$ cat src/rtl/clkdiv_ctrl.sv
// ============================================================================
// clkdiv_ctrl
// ----------------------------------------------------------------------------
// Programmable clock divider with a glitch-free divisor hand-over.
//
// The block divides clock_in by an active divisor D (>= 2). A period counter
// runs 0..D-1; clock_out is high for the first floor(D/2) counts of each
// period and low for the rest. The low phase is the longer one for odd D.
// A new divisor offered while dividing is parked in a pending register and
// only takes effect at the end of the current period. This keeps every output
// period whole, so the switch never produces a truncated period.
//
// Ports
//   clock_in     in   1      single clock, all logic on its rising edge
//   reset_n      in   1      synchronous active-low reset
//   enable       in   1      run request (level); a stop waits for period end
//   cfg_valid    in   1      a new divisor is offered
//   cfg_divisor  in   WIDTH  offered divisor value
//   cfg_ready    out  1      divisor can be accepted this cycle
//   cfg_err      out  1      one-cycle pulse after a divisor below 2 is offered
//   clock_out    out  1      divided clock (registered)
//   tick         out  1      pulse in the first cycle of each output period
//   running      out  1      high while dividing (RUN or PEND)
//
// Parameters
//   WIDTH            divisor / counter width in bits
//   DEFAULT_DIVISOR  active divisor loaded at reset
// ============================================================================
module clkdiv_ctrl #(
   parameter int WIDTH           = 28,
   parameter int DEFAULT_DIVISOR = 2
) (
   input  logic             clock_in,
   input  logic             reset_n,
   input  logic             enable,
   input  logic             cfg_valid,
   input  logic [WIDTH-1:0] cfg_divisor,
   output logic             cfg_ready,
   output logic             cfg_err,
   output logic             clock_out,
   output logic             tick,
   output logic             running
);

   typedef enum logic [1:0] {
      ST_IDLE = 2'd0,
      ST_RUN  = 2'd1,
      ST_PEND = 2'd2
   } state_t;

   localparam logic [WIDTH-1:0] C_ZERO    = {WIDTH{1'b0}};
   localparam logic [WIDTH-1:0] C_ONE     = {{(WIDTH-1){1'b0}}, 1'b1};
   localparam logic [WIDTH-1:0] C_TWO     = WIDTH'(32'd2);
   localparam logic [WIDTH-1:0] C_DEF_DIV = WIDTH'(DEFAULT_DIVISOR);

   // Length of the high phase of a period: floor(D/2).
   function automatic logic [WIDTH-1:0] f_high_len(input logic [WIDTH-1:0] d);
      f_high_len = d >> 1;
   endfunction

   // Registered state
   state_t           r_state;
   logic [WIDTH-1:0] r_div;
   logic [WIDTH-1:0] r_pend;
   logic [WIDTH-1:0] r_cnt;
   logic             r_clk_out;
   logic             r_tick;
   logic             r_err;
   logic             r_running;

   // Next-state / decode wires
   state_t           w_state_nxt;
   logic [WIDTH-1:0] w_div_nxt;
   logic [WIDTH-1:0] w_pend_nxt;
   logic [WIDTH-1:0] w_cnt_nxt;
   logic             w_hs;
   logic             w_accept;
   logic             w_reject;
   logic             w_period_end;
   logic             w_clk_out_nxt;
   logic             w_tick_nxt;
   logic             w_running_nxt;
   logic             w_active_nxt;

   // cfg_ready follows reset_n directly so that the very first cycle after
   // reset release can already complete a handshake.
   assign cfg_ready    = reset_n & (r_state != ST_PEND);
   assign w_hs         = cfg_valid & cfg_ready;
   assign w_accept     = w_hs & (cfg_divisor >= C_TWO);
   assign w_reject     = w_hs & (cfg_divisor <  C_TWO);
   // D is always >= 2, so D-1 never underflows.
   assign w_period_end = (r_state != ST_IDLE) && (r_cnt == (r_div - C_ONE));

   // Next-state logic: state, active/pending divisor and period counter.
   always_comb begin
      w_state_nxt = r_state;
      w_div_nxt   = r_div;
      w_pend_nxt  = r_pend;
      w_cnt_nxt   = r_cnt;
      case (r_state)
         ST_IDLE: begin
            // Stopped: an accepted divisor becomes active immediately.
            if (w_accept) begin
               w_div_nxt = cfg_divisor;
            end else begin
               w_div_nxt = r_div;
            end
            w_cnt_nxt = C_ZERO;
            if (enable) begin
               w_state_nxt = ST_RUN;
            end else begin
               w_state_nxt = ST_IDLE;
            end
         end
         ST_RUN: begin
            if (w_period_end) begin
               w_cnt_nxt = C_ZERO;
               if (!enable) begin
                  // Stopping: nothing left to wait for, so an offer made on
                  // this very cycle is applied straight away.
                  w_state_nxt = ST_IDLE;
                  if (w_accept) begin
                     w_div_nxt = cfg_divisor;
                  end else begin
                     w_div_nxt = r_div;
                  end
               end else if (w_accept) begin
                  // Offer on the period-end cycle waits for the next period end.
                  w_state_nxt = ST_PEND;
                  w_pend_nxt  = cfg_divisor;
               end else begin
                  w_state_nxt = ST_RUN;
               end
            end else begin
               w_cnt_nxt = r_cnt + C_ONE;
               if (w_accept) begin
                  w_state_nxt = ST_PEND;
                  w_pend_nxt  = cfg_divisor;
               end else begin
                  w_state_nxt = ST_RUN;
               end
            end
         end
         ST_PEND: begin
            if (w_period_end) begin
               // Hand-over happens exactly on the period boundary.
               w_div_nxt = r_pend;
               w_cnt_nxt = C_ZERO;
               if (enable) begin
                  w_state_nxt = ST_RUN;
               end else begin
                  w_state_nxt = ST_IDLE;
               end
            end else begin
               w_cnt_nxt   = r_cnt + C_ONE;
               w_state_nxt = ST_PEND;
            end
         end
         default: begin
            w_state_nxt = ST_IDLE;
            w_cnt_nxt   = C_ZERO;
         end
      endcase
   end

   // Output decode from the next-cycle values, so clock_out/tick are
   // registered on the same edge as the counter and never lag it.
   always_comb begin
      w_active_nxt  = (w_state_nxt != ST_IDLE);
      w_running_nxt = w_active_nxt;
      if (w_active_nxt) begin
         w_clk_out_nxt = (w_cnt_nxt < f_high_len(w_div_nxt));
         w_tick_nxt    = (w_cnt_nxt == C_ZERO);
      end else begin
         w_clk_out_nxt = 1'b0;
         w_tick_nxt    = 1'b0;
      end
   end

   // State and output registers with synchronous active-low reset.
   always_ff @(posedge clock_in) begin
      if (!reset_n) begin
         r_state   <= ST_IDLE;
         r_div     <= C_DEF_DIV;
         r_pend    <= C_ZERO;
         r_cnt     <= C_ZERO;
         r_clk_out <= 1'b0;
         r_tick    <= 1'b0;
         r_err     <= 1'b0;
         r_running <= 1'b0;
      end else begin
         r_state   <= w_state_nxt;
         r_div     <= w_div_nxt;
         r_pend    <= w_pend_nxt;
         r_cnt     <= w_cnt_nxt;
         r_clk_out <= w_clk_out_nxt;
         r_tick    <= w_tick_nxt;
         r_err     <= w_reject;
         r_running <= w_running_nxt;
      end
   end

   assign clock_out = r_clk_out;
   assign tick      = r_tick;
   assign cfg_err   = r_err;
   assign running   = r_running;

endmodule

$ cat config.mk
export PLATFORM = sky130hd
export DESIGN_NAME = clkdiv_ctrl
export DESIGN_NICKNAME = d
export VERILOG_FILES = /design/src/rtl/clkdiv_ctrl.sv
export SDC_FILE = /design/constraint.sdc
export NUM_CORES = 1
export LEC_CHECK = 0
export CAP_MARGIN = 15
export CORE_UTILIZATION = 50
export CTS_CLUSTER_DIAMETER = 200
export DETAILED_ROUTE_END_ITERATION = 8
export GPL_TIMING_DRIVEN = 1
export PLACE_DENSITY = 0.67
export SLEW_MARGIN = 20
export SYNTH_ARGS = -nofsm -noshare
export SYNTH_HDL_FRONTEND = slang
export SYNTH_SLANG_ARGS = --single-unit
$ cat constraint.sdc
create_clock -name clock_in -period 5.9 [get_ports clock_in]
set_input_delay 1.77 -clock clock_in [delete_from_list [all_inputs] [get_ports clock_in]]
set_output_delay 1.77 -clock clock_in [all_outputs]
set_load 0.01 [all_outputs]
==> metrics.md, run 1 <==
| Metric | Value |
|---|---|
| Status | complete, no violations |
| Design Area, Final | 0.00729 mm^2 |
| Startpoint of the lowest-slack register-to-register path | r_div[0] |
| Origin of the worst min-delay path | r_pend[24] |
| Ratio of final minimum period to clock period | 0.950 |
| Yosys top cell by area | sky130_fd_sc_hd__dfxtp_1 |
| RR Endpoint | clock_out |
| Leakage dissipation | 2.82 nW |
| Internal Dissipation | 1.11 mW |
| Drt first-iter violations | 519 |
| Synth warnings | 0 |
| Via density per instance | 6.30 |
| Post-Syn Area per Cell | 8.36 um^2 |
| Quantity of I/O buffers inserted on ports | 36 |
| GR Util All Layers | 0.303 |
| Share of synthesized flip-flops with an asynchronous set or reset | 0 |
| Sum Neg Setup Slack | 0 ns |
| Hold depth | 1 |
| Reg power frac | 0.401 |
| Worst ir drop on vdd | 0.000136 V |
| Placer congestion estimate | 0.909 |
| Cell area power density | 227 mW/mm^2 |
| Data arrival time of the critical path | 5.89 ns |
| Share of total power consumed by net switching | 0.327 |
| Top-area cell type share of the netlist area | 0.282 |
| Series of cell instances along the critical path | nor4_2 -> nand4_1 -> or4_1 -> a2111o_1 -> a2111o_1 -> o41ai_2 -> nand2_1 -> buf_4 -> o2bb2ai_1 -> a21oi_1 -> ha_1 -> a21o_1 -> a21o_1 -> a21o_1 -> a21o_1 -> a21oi_1 -> o21ai_0 -> a211oi_1 -> o221ai_1 -> a211oi_1 |
| Routing usage on met2 | 0.528 |
| Power spent charging and discharging nets | 540 uW |
| Hold Vio Cnt, Final | 0 |
| DR DRC count | 0 |
| Htree depth | 3 |
| Drt total wl | 19400 um |
| Fmax | 178 MHz |
| Top Usage Layer GRT | met2 |
| Floorplan die area | 0.0132 mm^2 |
| Post-synth top flop | sky130_fd_sc_hd__dfxtp_1 |
| Number of synthesized register bits | 90 |
| Clock latency reported for the late side of the worst-skew pair | 0.37 ns |
| Type of origin of the critical path | register |
| Max_cap viols | 0 |
| Most common cell type on the critical path | sky130_fd_sc_hd__a21o_1 |
| Post-CTS repair timing setup buffer count | 0 |
| Cells after synthesis | 765 |
| Met3 capacity usage during global routing | 0.0506 |
| Biggest area contributors in the synthesized netlist | sky130_fd_sc_hd__dfxtp_1 (28%), sky130_fd_sc_hd__mux2i_1 (8.6%), sky130_fd_sc_hd__ha_1 (6.3%) |
| RSZ-0062 raised after global routing | no |
| Starting Density | 0.522 |
| Met1 usage in global routing | 0.371 |
| Maximum number of pins on one net before global-route repair | 40 |
| Gate power share | 0.242 |
| Core footprint | 0.0123 mm^2 |
| Hold WC Path Type | register to register |
| Total setup violations reported at the end of the flow | 0 |
| Global-route wire length before repair | 30400 um |
| Worst hold-check slack | 0.520 ns |
| Number of nets with antenna violations after routing | 0 |
| Total of fill cells in the finished design | 1148 |
| Post-synth net total | 829 |
| Post-layout nets | 848 |
| Min Tclk post-route | 5.60 ns |
| Total vias in the final route | 6032 |
| Commonest non-fill, non-tap cells in the layout | sky130_fd_sc_hd__nor2_1 (106), sky130_fd_sc_hd__dfxtp_1 (90), sky130_fd_sc_hd__mux2i_1 (55) |
| Standard-cell row count | 40 |
| Number of buffers between clock root and the deepest sink | 2 |
| Area growth syn-to-layout | 14.0% |
| Number of antenna violations at the first check in global routing | 0 |
| Worst hold path endpoint | r_div[24] |
| # clock sinks | 90 |
| Final Non-Filler Cells | 957 |
| Count of cells resized by post-cts repair | 0 |
| TritonRoute pass-1 iters | 6 |
| Num CTS Buffers | 9 |
| CTS tree | yes |
| Antenna diode count | 0 |
| Largest clock skew in the final design | 0.0162 ns |
| Share of cells above drive strength 1 | 0.0824 |
| Clock tree root buffer cell | sky130_fd_sc_hd__clkbuf_16 |
| Relative slew slack | 0.355 |
| Share of synthesized area occupied by flip-flops and latches | 0.282 |
| Netlist area before placement | 0.00639 mm^2 |
| DPL Wire Length | 14500 um |
| Clock-pin slew of the registers on the worst-case setup and hold paths | 0.07 ns |
| Part of the total power dissipated in the clock network | 0.357 |
| Hold-fix buffers at CTS | 0 |
| Routed len/inst | 20.3 um |
| Data required, critical path | 6.18 ns |
| Stage delay of the slowest cell on the critical path | 0.56 ns |
| Final number of max-transition violations | 0 |
| Most common cell after layout, fill and taps aside | sky130_fd_sc_hd__nor2_1 |
| Cell count after placement | 941 |
| Floorplan die width | 115 um |
| Area of placed instances | 0.00698 mm^2 |
| Number of enable-type register cells in the synthesized netlist | 0 |
| Count of cells along the worst register-to-register path | 20 |
| Vert. Die Dim | 115 um |
| Worst Path Max Fanout | 19 |
| Yosys cell types | 65 |
| Kind of end point of the critical path | register |
| Slowest stage cell, crit path | sky130_fd_sc_hd__a2111o_1 |
| Reg-to-reg setup timing slack | 0.30 ns |
| Type of the worst setup path | register to register |
| Overall overflow remaining after global route | 0 |
| Count of pins on the block boundary | 37 |
| Via count of the first global-routing pass | 5757 |
| Slew at the pin closest to its max-slew limit | 0.965 ns |
[cells by family (layout without fill, tap and decap cells)]
| family | Yosys count | after routing | share of synthesized area |
|---|---|---|---|
| muxes | 55 | 55 | 0.0861 |
| xor gates and xnor gates | 59 | 59 | 0.0808 |
| buffers and inverters | 67 | 91 | 0.0473 |
| and+or+nand+nor | 299 | 299 | 0.245 |
| adders and majority gates | 32 | 32 | 0.0626 |
| DFF | 90 | 90 | 0.282 |
| AOI/OAI and AO/OA | 163 | 163 | 0.197 |
[cells in the mapped netlist (11+ instances only)]
library cell                number
sky130_fd_sc_hd__a21oi_1        38
sky130_fd_sc_hd__mux2i_1        55
sky130_fd_sc_hd__nor2_1        106
sky130_fd_sc_hd__inv_1          11
sky130_fd_sc_hd__ha_1           32
sky130_fd_sc_hd__a221o_1        26
sky130_fd_sc_hd__nor2b_1        32
sky130_fd_sc_hd__a21o_1         15
sky130_fd_sc_hd__nor4_1         17
sky130_fd_sc_hd__buf_2          14
sky130_fd_sc_hd__nand2_1        29
sky130_fd_sc_hd__nand4_1        18
sky130_fd_sc_hd__nand3_1        16
sky130_fd_sc_hd__xor2_1         26
sky130_fd_sc_hd__dfxtp_1        90
sky130_fd_sc_hd__o21ai_0        13
sky130_fd_sc_hd__o2bb2ai_1      26
sky130_fd_sc_hd__clkbuf_1       36
sky130_fd_sc_hd__xnor2_1        33
sky130_fd_sc_hd__nor3_1         14
[how the worst max path moves through the flow]
stage / to / from
2_1_floorplan: clock_out / cfg_divisor[5]
6_report: clock_out / r_div[0]
3_3_place_gp: clock_out / cfg_divisor[1]
3_5_place_dp: clock_out / cfg_divisor[27]
4_1_cts: clock_out / r_div[0]
5_1_grt: clock_out / r_div[1]
[metal layers]
metal	vias up	wire, um
met3	54	927
met1	2906	8360
met4	0	731
li1	2850	-
met2	222	9380
met5	-	0
[stage by stage]
stage / power [mW] / worst slack [ns] / utilization
after floorplan: 0.928 / 0.383 / -
after global placement: 1.06 / 0.242 / 0.569
after detailed placement: 1.06 / 0.0725 / 0.569
after CTS: 1.65 / 0.228 / 0.593
after global routing: 1.72 / 0.00377 / 0.594
final: 1.65 / 0.296 / 0.594
[state kept, by name (all words and copies together) (netlist names)]
signal     flops
r_div         28
running        1
tick           1
clock_out      1
r_state        2
r_pend        28
r_cnt         28
cfg_err        1
[critical path: cells and delay by family, from the launching register on]
kind                     cells  cell delay [ns]
buffers and inverters        1             0.22
AO/OA/AOI/OAI               14             3.23
AND/OR/NAND/NOR              4             1.33
adder cells (fa/ha/maj)      1             0.31
flip-flops                   1             0.41
[power by group through the flow]
stage | logic (mW) | registers, mW | clock network, mW
finish | 0.399 | 0.663 | 0.590
global route | 0.433 | 0.664 | 0.619
CTS | 0.393 | 0.661 | 0.598
detailed placement | 0.390 | 0.675 | 0
global placement | 0.383 | 0.674 | 0
floorplan | 0.272 | 0.657 | 0
[area by class of cell]
cell class | instances | area, um^2 | share of cell area
clock buffers | 11 | 253 | 0.0347
well taps | 168 | 210 | 0.0288
clock inverters | 5 | 43.8 | 0.00601
inverters | 11 | 41.3 | 0.00567
repair buffers | 64 | 596 | 0.0817
flip-flops and latches | 90 | 1800 | 0.247
multi-input cells | 608 | 4340 | 0.596
No activity file was read; power rests on OpenSTA's default activity.
==> inputs of run 2 (changes only) <==
Settings changed: CTS_CLUSTER_SIZE set to 8.
Clock period 5.9 ns to 7 ns, I/O delays scaled along.
==> metrics.md, run 2 (synthesized netlist as in run 1, its figures left out) <==
| Metric | Value |
|---|---|
| Origin of the worst min-delay path | r_pend[14] (was r_pend[24]) |
| Placer congestion estimate | 0.893 (was 0.909) |
| Quantity of I/O buffers inserted on ports | 36 (unchanged) |
| Source of the critical timing path | r_div[0] (unchanged) |
| Ratio of final minimum period to clock period | 0.912 (was 0.950) |
| Hold WC Path Type | register to register (unchanged) |
| Worst-case setup margin in the final layout | 0.614 ns (was 0.296 ns) |
| Vert. Die Dim | 115 um (unchanged) |
| Hold Vio Cnt, Final | 0 (unchanged) |
| Post-layout nets | 829 (was 848) |
| Data arrival time of the critical path | 6.66 ns (was 5.89 ns) |
| Min Tclk post-route | 6.39 ns (was 5.60 ns) |
| Largest clock skew in the final design | 0.00988 ns (was 0.0162 ns) |
| Startpoint of the lowest-slack register-to-register path | r_div[0] (unchanged) |
| Biggest registers after layout | r_cnt: 28 flops, r_div: 28 flops, r_pend: 28 flops (unchanged) |
| Number of buffers between clock root and the deepest sink | 2 (unchanged) |
| Total vias in the final route | 5858 (was 6032) |
| Core footprint | 0.0123 mm^2 (unchanged) |
| Cell area power density | 199 mW/mm^2 (was 227 mW/mm^2) |
| Total setup violations reported at the end of the flow | 0 (unchanged) |
| Overall overflow remaining after global route | 0 (unchanged) |
| Worst-case setup slack after placement | 0.642 ns (was 0.0725 ns) |
| TritonRoute pass-1 iters | 5 (was 6) |
| Final number of max-transition violations | 0 (unchanged) |
| Slew at the pin closest to its max-slew limit | 0.987 ns (was 0.965 ns) |
| Worst Path Max Fanout | 9 (was 19) |
| Share of cells above drive strength 1 | 0.0558 (was 0.0824) |
| Number of nets with antenna violations after routing | 0 (unchanged) |
| Leakage dissipation | 2.72 nW (was 2.82 nW) |
| Kind of end point of the critical path | register (unchanged) |
| Type of the worst setup path | register to register (unchanged) |
| Count of cells resized by post-cts repair | 0 (unchanged) |
| RSZ-0062 raised after global routing | no (unchanged) |
| Sum Neg Setup Slack | 0 ns (unchanged) |
| Antenna diode count | 0 (unchanged) |
| DPL Wire Length | 14000 um (was 14500 um) |
| Most common cell after layout, fill and taps aside | sky130_fd_sc_hd__nor2_1 (unchanged) |
| Worst ir drop on vdd | 0.000128 V (was 0.000136 V) |
| Number of antenna violations at the first check in global routing | 0 (unchanged) |
| Htree depth | 3 (unchanged) |
| Routed len/inst | 20.1 um (was 20.3 um) |
| Clock tree root buffer cell | sky130_fd_sc_hd__clkbuf_16 (unchanged) |
| Via count of the first global-routing pass | 5535 (was 5757) |
| # clock sinks | 90 (unchanged) |
| Hold-fix buffers at CTS | 0 (unchanged) |
| Num CTS Buffers | 9 (unchanged) |
| Fmax | 157 MHz (was 178 MHz) |
| Drt first-iter violations | 424 (was 519) |
| Maximum number of pins on one net before global-route repair | 40 (unchanged) |
| CTS tree | yes (unchanged) |
| Global-route wire length before repair | 29900 um (was 30400 um) |
| Status | complete, no violations (unchanged) |
| Post-CTS repair timing setup buffer count | 0 (unchanged) |
| Starting Density | 0.522 (unchanged) |
| Floorplan die width | 115 um (unchanged) |
| Data required, critical path | 7.28 ns (was 6.18 ns) |
| Max_cap viols | 0 (unchanged) |
| Clock latency reported for the late side of the worst-skew pair | 0.36 ns (was 0.37 ns) |
| Count of pins on the block boundary | 37 (unchanged) |
| Via density per instance | 6.25 (was 6.30) |
| Clock-pin slew of the registers on the worst-case setup and hold paths | 0.07 ns (about the same) |
| Standard-cell row count | 40 (unchanged) |
| Type of origin of the critical path | register (unchanged) |
| Floorplan die area | 0.0132 mm^2 (unchanged) |
| GR Util All Layers | 0.298 (was 0.303) |
| Relative slew slack | 0.340 (was 0.355) |
| Area growth syn-to-layout | 11.6% (was 14.0%) |
| Drt total wl | 18900 um (was 19400 um) |
| DR DRC count | 0 (unchanged) |
| Commonest non-fill, non-tap cells in the layout | sky130_fd_sc_hd__nor2_1 (106), sky130_fd_sc_hd__dfxtp_1 (90), sky130_fd_sc_hd__mux2i_1 (55) (unchanged) |
-- run 2: cell count changes in the layout (fill, tap and decap cells not counted), moves of 2 or more --
cell,before,now
sky130_fd_sc_hd__clkinv_4,2,0
sky130_fd_sc_hd__clkbuf_8,2,0
sky130_fd_sc_hd__buf_4,26,9
sky130_fd_sc_hd__bufinv_16,0,2
sky130_fd_sc_hd__buf_12,2,0
-- run 2: power breakdown --
group	total, mW	leakage (nW)	switching (mW)	internal, mW
clock	0.549	0.156	0.230	0.318
sequential	0.563	0.730	0.0334	0.530
combinational	0.311	1.84	0.181	0.129
total	1.42	2.72	0.445	0.977
-- run 2: final cells by class --
class	instances	area, um^2
clock buffers	10	229
clock inverters	6	96.3
fillers	1122	5120
inverters	11	41.3
multi-input cells	608	4330
flip-flops and latches	90	1800
well taps	168	210
repair buffers	45	428
-- run 2: path summary, 6_finish.rpt --
| path | end | slack [ns] | cells after the start |
|---|---|---|---|
| worst max-delay path | clock_out | 0.61 | 21 |
| worst max register to register | clock_out | 0.61 | 21 |
| worst min-delay path | r_div[14] | 0.52 | 1 |
| worst min register to register | r_div[14] | 0.52 | 1 |
-- run 2: worst max-delay path, stage by stage (launching register included) --
cell                        delay (ns)
sky130_fd_sc_hd__dfxtp_1          0.39
sky130_fd_sc_hd__inv_1            0.09
sky130_fd_sc_hd__ha_1             0.18
sky130_fd_sc_hd__nor3b_1          0.61
sky130_fd_sc_hd__nand4_1          0.48
sky130_fd_sc_hd__o21a_1           0.32
sky130_fd_sc_hd__a2111o_1         0.39
sky130_fd_sc_hd__a2111o_1         0.56
sky130_fd_sc_hd__o41ai_2          0.66
sky130_fd_sc_hd__nand2_1          0.39
sky130_fd_sc_hd__o2bb2ai_1        0.25
sky130_fd_sc_hd__a21oi_1          0.07
sky130_fd_sc_hd__ha_1             0.32
sky130_fd_sc_hd__a21o_1           0.16
sky130_fd_sc_hd__a21o_1           0.17
sky130_fd_sc_hd__a21o_1           0.18
sky130_fd_sc_hd__a21o_1           0.18
sky130_fd_sc_hd__a21oi_1          0.14
sky130_fd_sc_hd__o21ai_0          0.14
sky130_fd_sc_hd__a211oi_1         0.23
sky130_fd_sc_hd__o221ai_1         0.15
sky130_fd_sc_hd__a211oi_1         0.24
-- run 2: per-stage QoR --
stage	cell area, um^2	hold WS [ns]	power [mW]	utilization	instances
floorplan	6390	0.476	0.782	-	765
global placement	6810	0.490	0.874	0.556	922
detailed placement	6810	0.499	0.878	0.556	922
CTS	7140	0.518	1.43	0.582	938
global route	7140	0.545	1.48	0.582	938
finish	7140	0.516	1.42	0.582	938
-- run 2: per-layer routing --
layer / vias to the layer above / track usage / part of all wire
li1: 2806 / - / -
met1: 2804 / 0.381 / 0.43
met2: 202 / 0.492 / 0.48
met3: 46 / 0.0406 / 0.053
met4: 0 / 0.157 / 0.037
met5: - / 0 / 0
